==> src/rtl/mem_port_arbiter.sv <==
// mem_port_arbiter: shares one single-port RAM between an instruction-fetch
// port and a load/store port. Round-robin on contention; reads take two
// cycles (grant + data return), stores one.
module mem_port_arbiter #(
    parameter int unsigned ADDR_W = 32
) (
    input  logic              CLK,
    input  logic              resetn,
    // instruction fetch port
    input  logic              i_req,
    input  logic [ADDR_W-1:0] i_addr,
    output logic              i_gnt,
    output logic              i_rvalid,
    output logic [31:0]       i_rdata,
    // data load/store port
    input  logic              d_req,
    input  logic              d_we,
    input  logic [3:0]        d_wmask,
    input  logic [ADDR_W-1:0] d_addr,
    input  logic [31:0]       d_wdata,
    output logic              d_gnt,
    output logic              d_rvalid,
    output logic [31:0]       d_rdata,
    // RAM side
    output logic [ADDR_W-1:0] mem_addr,
    output logic              mem_rden,
    output logic [3:0]        mem_wmask,
    output logic [31:0]       mem_wdata,
    input  logic [31:0]       mem_rdata
);

    localparam int unsigned DATA_W = 32;
    localparam int unsigned MASK_W = 4;

    typedef enum logic {
        IDLE    = 1'b0,
        RD_WAIT = 1'b1
    } state_t;

    typedef enum logic {
        SRC_I = 1'b0,
        SRC_D = 1'b1
    } src_t;

    state_t state_q, state_d;
    src_t   owner_q, owner_d;
    src_t   last_q,  last_d;
    src_t   winner;

    // Round-robin pick: a lone requester wins; on contention the port not granted last wins
    always_comb begin
        winner = SRC_I;
        if (d_req && (!i_req || (last_q == SRC_I))) begin
            winner = SRC_D;
        end
    end

    // Next-state and RAM/handshake outputs; everything quiet while resetn is low
    always_comb begin
        state_d   = state_q;
        owner_d   = owner_q;
        last_d    = last_q;
        i_gnt     = 1'b0;
        d_gnt     = 1'b0;
        i_rvalid  = 1'b0;
        d_rvalid  = 1'b0;
        mem_addr  = ADDR_W'(0);
        mem_rden  = 1'b0;
        mem_wmask = MASK_W'(0);
        mem_wdata = DATA_W'(0);
        if (resetn) begin
            case (state_q)
                IDLE: begin
                    if (i_req || d_req) begin
                        last_d = winner;
                        if (winner == SRC_D) begin
                            d_gnt    = 1'b1;
                            mem_addr = d_addr;
                            if (d_we) begin
                                // store retires in the grant cycle, no data phase
                                mem_wmask = d_wmask;
                                mem_wdata = d_wdata;
                            end else begin
                                mem_rden = 1'b1;
                                owner_d  = SRC_D;
                                state_d  = RD_WAIT;
                            end
                        end else begin
                            i_gnt    = 1'b1;
                            mem_addr = i_addr;
                            mem_rden = 1'b1;
                            owner_d  = SRC_I;
                            state_d  = RD_WAIT;
                        end
                    end
                end
                RD_WAIT: begin
                    // RAM data is on mem_rdata this cycle; new requests wait for IDLE
                    i_rvalid = (owner_q == SRC_I);
                    d_rvalid = (owner_q == SRC_D);
                    state_d  = IDLE;
                end
                default: state_d = IDLE;
            endcase
        end
    end

    // State registers with synchronous active-low reset
    always_ff @(posedge CLK) begin
        if (!resetn) begin
            state_q <= IDLE;
            owner_q <= SRC_I;
            last_q  <= SRC_I;
        end else begin
            state_q <= state_d;
            owner_q <= owner_d;
            last_q  <= last_d;
        end
    end

    // Read data is shared; only meaningful alongside the matching rvalid
    assign i_rdata = mem_rdata;
    assign d_rdata = mem_rdata;

endmodule

==> config.mk <==
export PLATFORM = sky130hd
export DESIGN_NAME = mem_port_arbiter
export DESIGN_NICKNAME = d
export VERILOG_FILES = /design/src/rtl/mem_port_arbiter.sv
export SDC_FILE = /design/constraint.sdc
export NUM_CORES = 1
export LEC_CHECK = 0
export ABC_AREA = 1
export BUFFER_PORTS_ARGS = -buffer_cell sky130_fd_sc_hd__buf_2
export CAP_MARGIN = 20
export CORE_AREA = 2 2 105 107
export DETAILED_ROUTE_END_ITERATION = 12
export DIE_AREA = 0 0 107 109
export PLACE_DENSITY_LB_ADDON = 0.05
export SYNTH_ARGS = -nofsm -noshare
export SYNTH_HDL_FRONTEND = slang
export SYNTH_SLANG_ARGS = --single-unit
==> constraint.sdc <==
create_clock -name CLK -period 3 [get_ports CLK]
set_input_delay 0 -clock CLK [delete_from_list [all_inputs] [get_ports CLK]]
set_output_delay 0 -clock CLK [all_outputs]
set_load 0.05 [all_outputs]
==> results.ini <==
[worst_setup_path]
required_ps=3000
end_kind=primary output
critical_path_class=flop to primary output
startpoint_type=flop
arrival_ps=1920
crit_fanout=40

[placement]
placed_area_um2=2173
io_buffers=177
pre_cts_slack_ps=1250
gp_congestion=0.7562
dp.cells=585
hpwl_um=4614

[sta]
fin_crit_ps=1919
clock-skew-final_ps=3.757
finalCritPeriodShare_pct=63.95
final_max_slew_viol_count=0
finalHoldViolations=0
setup_tns_ps=0
setup_viol=0
worst_slew_pin_slew_ps=693.5
slew_headroom_pct=53.70
fmax_mhz=521.2
setup_ws_ps=1081
rsz0062_at_grt=false

[pwr]
power.density_nw_per_um2=262.2
power_leakage_uw=0.001469
vdd_drop_max_v=0.0001361

[die]
die_w_um=107
dieArea_um2=11660
die_h_um=109
ioPinCount=274
rows=38
core_area_um2=10600
start_util_pct=15.77

[global_route]
antenna_found_initial=0
grt_pass1_wl_um=8383
grt_pass1_vias=1868
grt_max_degree=41
grt.total_usage_pct=8.581
grt-ovfl-total=0

[synthesis]
yosysSeqAreaShare_pct=3.593
synth_seq_cells=3
yosys-top-cells-area=buf_4 (30%), nand2_1 (24%), nor2_1 (22%)
avgSynthCellArea_um2=4.845
syn_nets=482
synth_top_area_cell=buf_4
syn_inst=345
synthDistinctLibCells=13
netlist_area_um2=1672
yosysWarnings=0
synth_top_area_share_pct=30.09

[cts]
cts_tree=yes
cts_sinks=3
cts_max_level=1
cts.root.buffer_cell=clkbuf_8
cts_buffers=3
hold_buffers=0
path_clk_slew_ps=30
post_cts_buffers=0
clkLatencyLatePin_ps=220
clock_path_buffers=2
ctsResizeCount=0

[layout]
finalNonFillerCells=589
antenna_cells=0
num-nets-final=587
drive_gt1_share_pct=44.77
final_common_cell=buf_2
fin_area_um2=2218
final_cell_mix=buf_2 (177), nand2_1 (105), nor2_1 (96), inv_1 (37), nor2_2 (9)
area_delta_synth_final_pct=32.71
fin_util_pct=20.92
fill_cells=1304

[route]
drt-pass1-iter-count=4
drt_iter0_drc=89
via_count=2057
postRouteWirelength_um=5620
vias_per_cell=3.492
drc=0
wire_per_inst_um=9.542
final_antenna_net_count=0

[job]
drv_cap=0

[outcome]
status=complete, no violations

[min_path]
hold_class=input port to primary output

kinds of logic after synthesis:
kind of cell / synth area share (%)
DFF: 3.593
buffers and inverters: 44.83
and+or+nand+nor: 51.57
critical path, stage by stage, from the launching register on:
cell	delay, ps
dfxtp_1	300
nand2_1	50
nand2_1	110
inv_2	490
buf_4	300
nor2_1	50
nor2_1	100
buf_2	270
path summary, 6_finish.rpt:
| path | start | to | slack, ps | depth (start not counted) |
|---|---|---|---|---|
| min | mem_rdata[26] | i_rdata[26] | 0.02 | 0 |
| max reg2reg | state_q$_SDFF_PN0_ | state_q$_SDFF_PN0_ | 1690 | 5 |
| max | last_q$_SDFFE_PN0P_ | mem_addr[3] | 1080 | 7 |
| min reg2reg | last_q$_SDFFE_PN0P_ | last_q$_SDFFE_PN0P_ | 480 | 2 |
stage by stage:
| step | total power, uW | hold slack (ps) |
|---|---|---|
| 2_1_floorplan | 575.1 | 125.4 |
| 3_3_place_gp | 470.7 | 0.4979 |
| 3_5_place_dp | 468.1 | 0.4979 |
| 4_1_cts | 593.1 | 0.4979 |
| 5_1_grt | 631.1 | 0.1179 |
| 6_report | 581.6 | 0.02371 |
metal layers:
metal / routed length (um) / vias up / GRT usage, % / part of all wire (%)
met2: 2676 / 119 / 16.24 / 48
met4: 52 / 0 / 1.948 / 0.93
met3: 680 / 8 / 2.869 / 12
met1: 2211 / 803 / 9.221 / 39
met5: 0 / - / 0 / 0
li1: - / 1127 / - / -
sequential cells by signal (all words and copies together), names as in the netlist:
| signal | count |
|---|---|
| last_q | 1 |
| state_q | 1 |
| owner_q | 1 |
area by class of cell:
| type | instances | area [um2] | share of cell area [%] |
|---|---|---|---|
| well taps | 140 | 175.2 | 7.896 |
| repair buffers | 181 | 915.9 | 41.29 |
| multi-input cells | 219 | 864.6 | 38.97 |
| inverters | 42 | 157.7 | 7.107 |
| clock buffers | 4 | 45.04 | 2.030 |
| flip-flops and latches | 3 | 60.06 | 2.707 |
power breakdown:
| group | total [uW] | switching, uW | internal [uW] | leakage, uW |
|---|---|---|---|---|
| Sequential | 45.5 | 1.97 | 43.5 | 0.0000248 |
| Clock | 121 | 29.8 | 90.9 | 0.0000228 |
| Combinational | 415 | 295 | 120 | 0.00142 |
| Total | 582 | 327 | 255 | 0.00147 |
cells in the mapped netlist, drive strengths merged:
master / number
nand2: 107
nor2: 106
buf: 81
inv: 42
dfxtp: 3
nand3: 3
nor3: 3
Power figures use the tool's default switching activity.
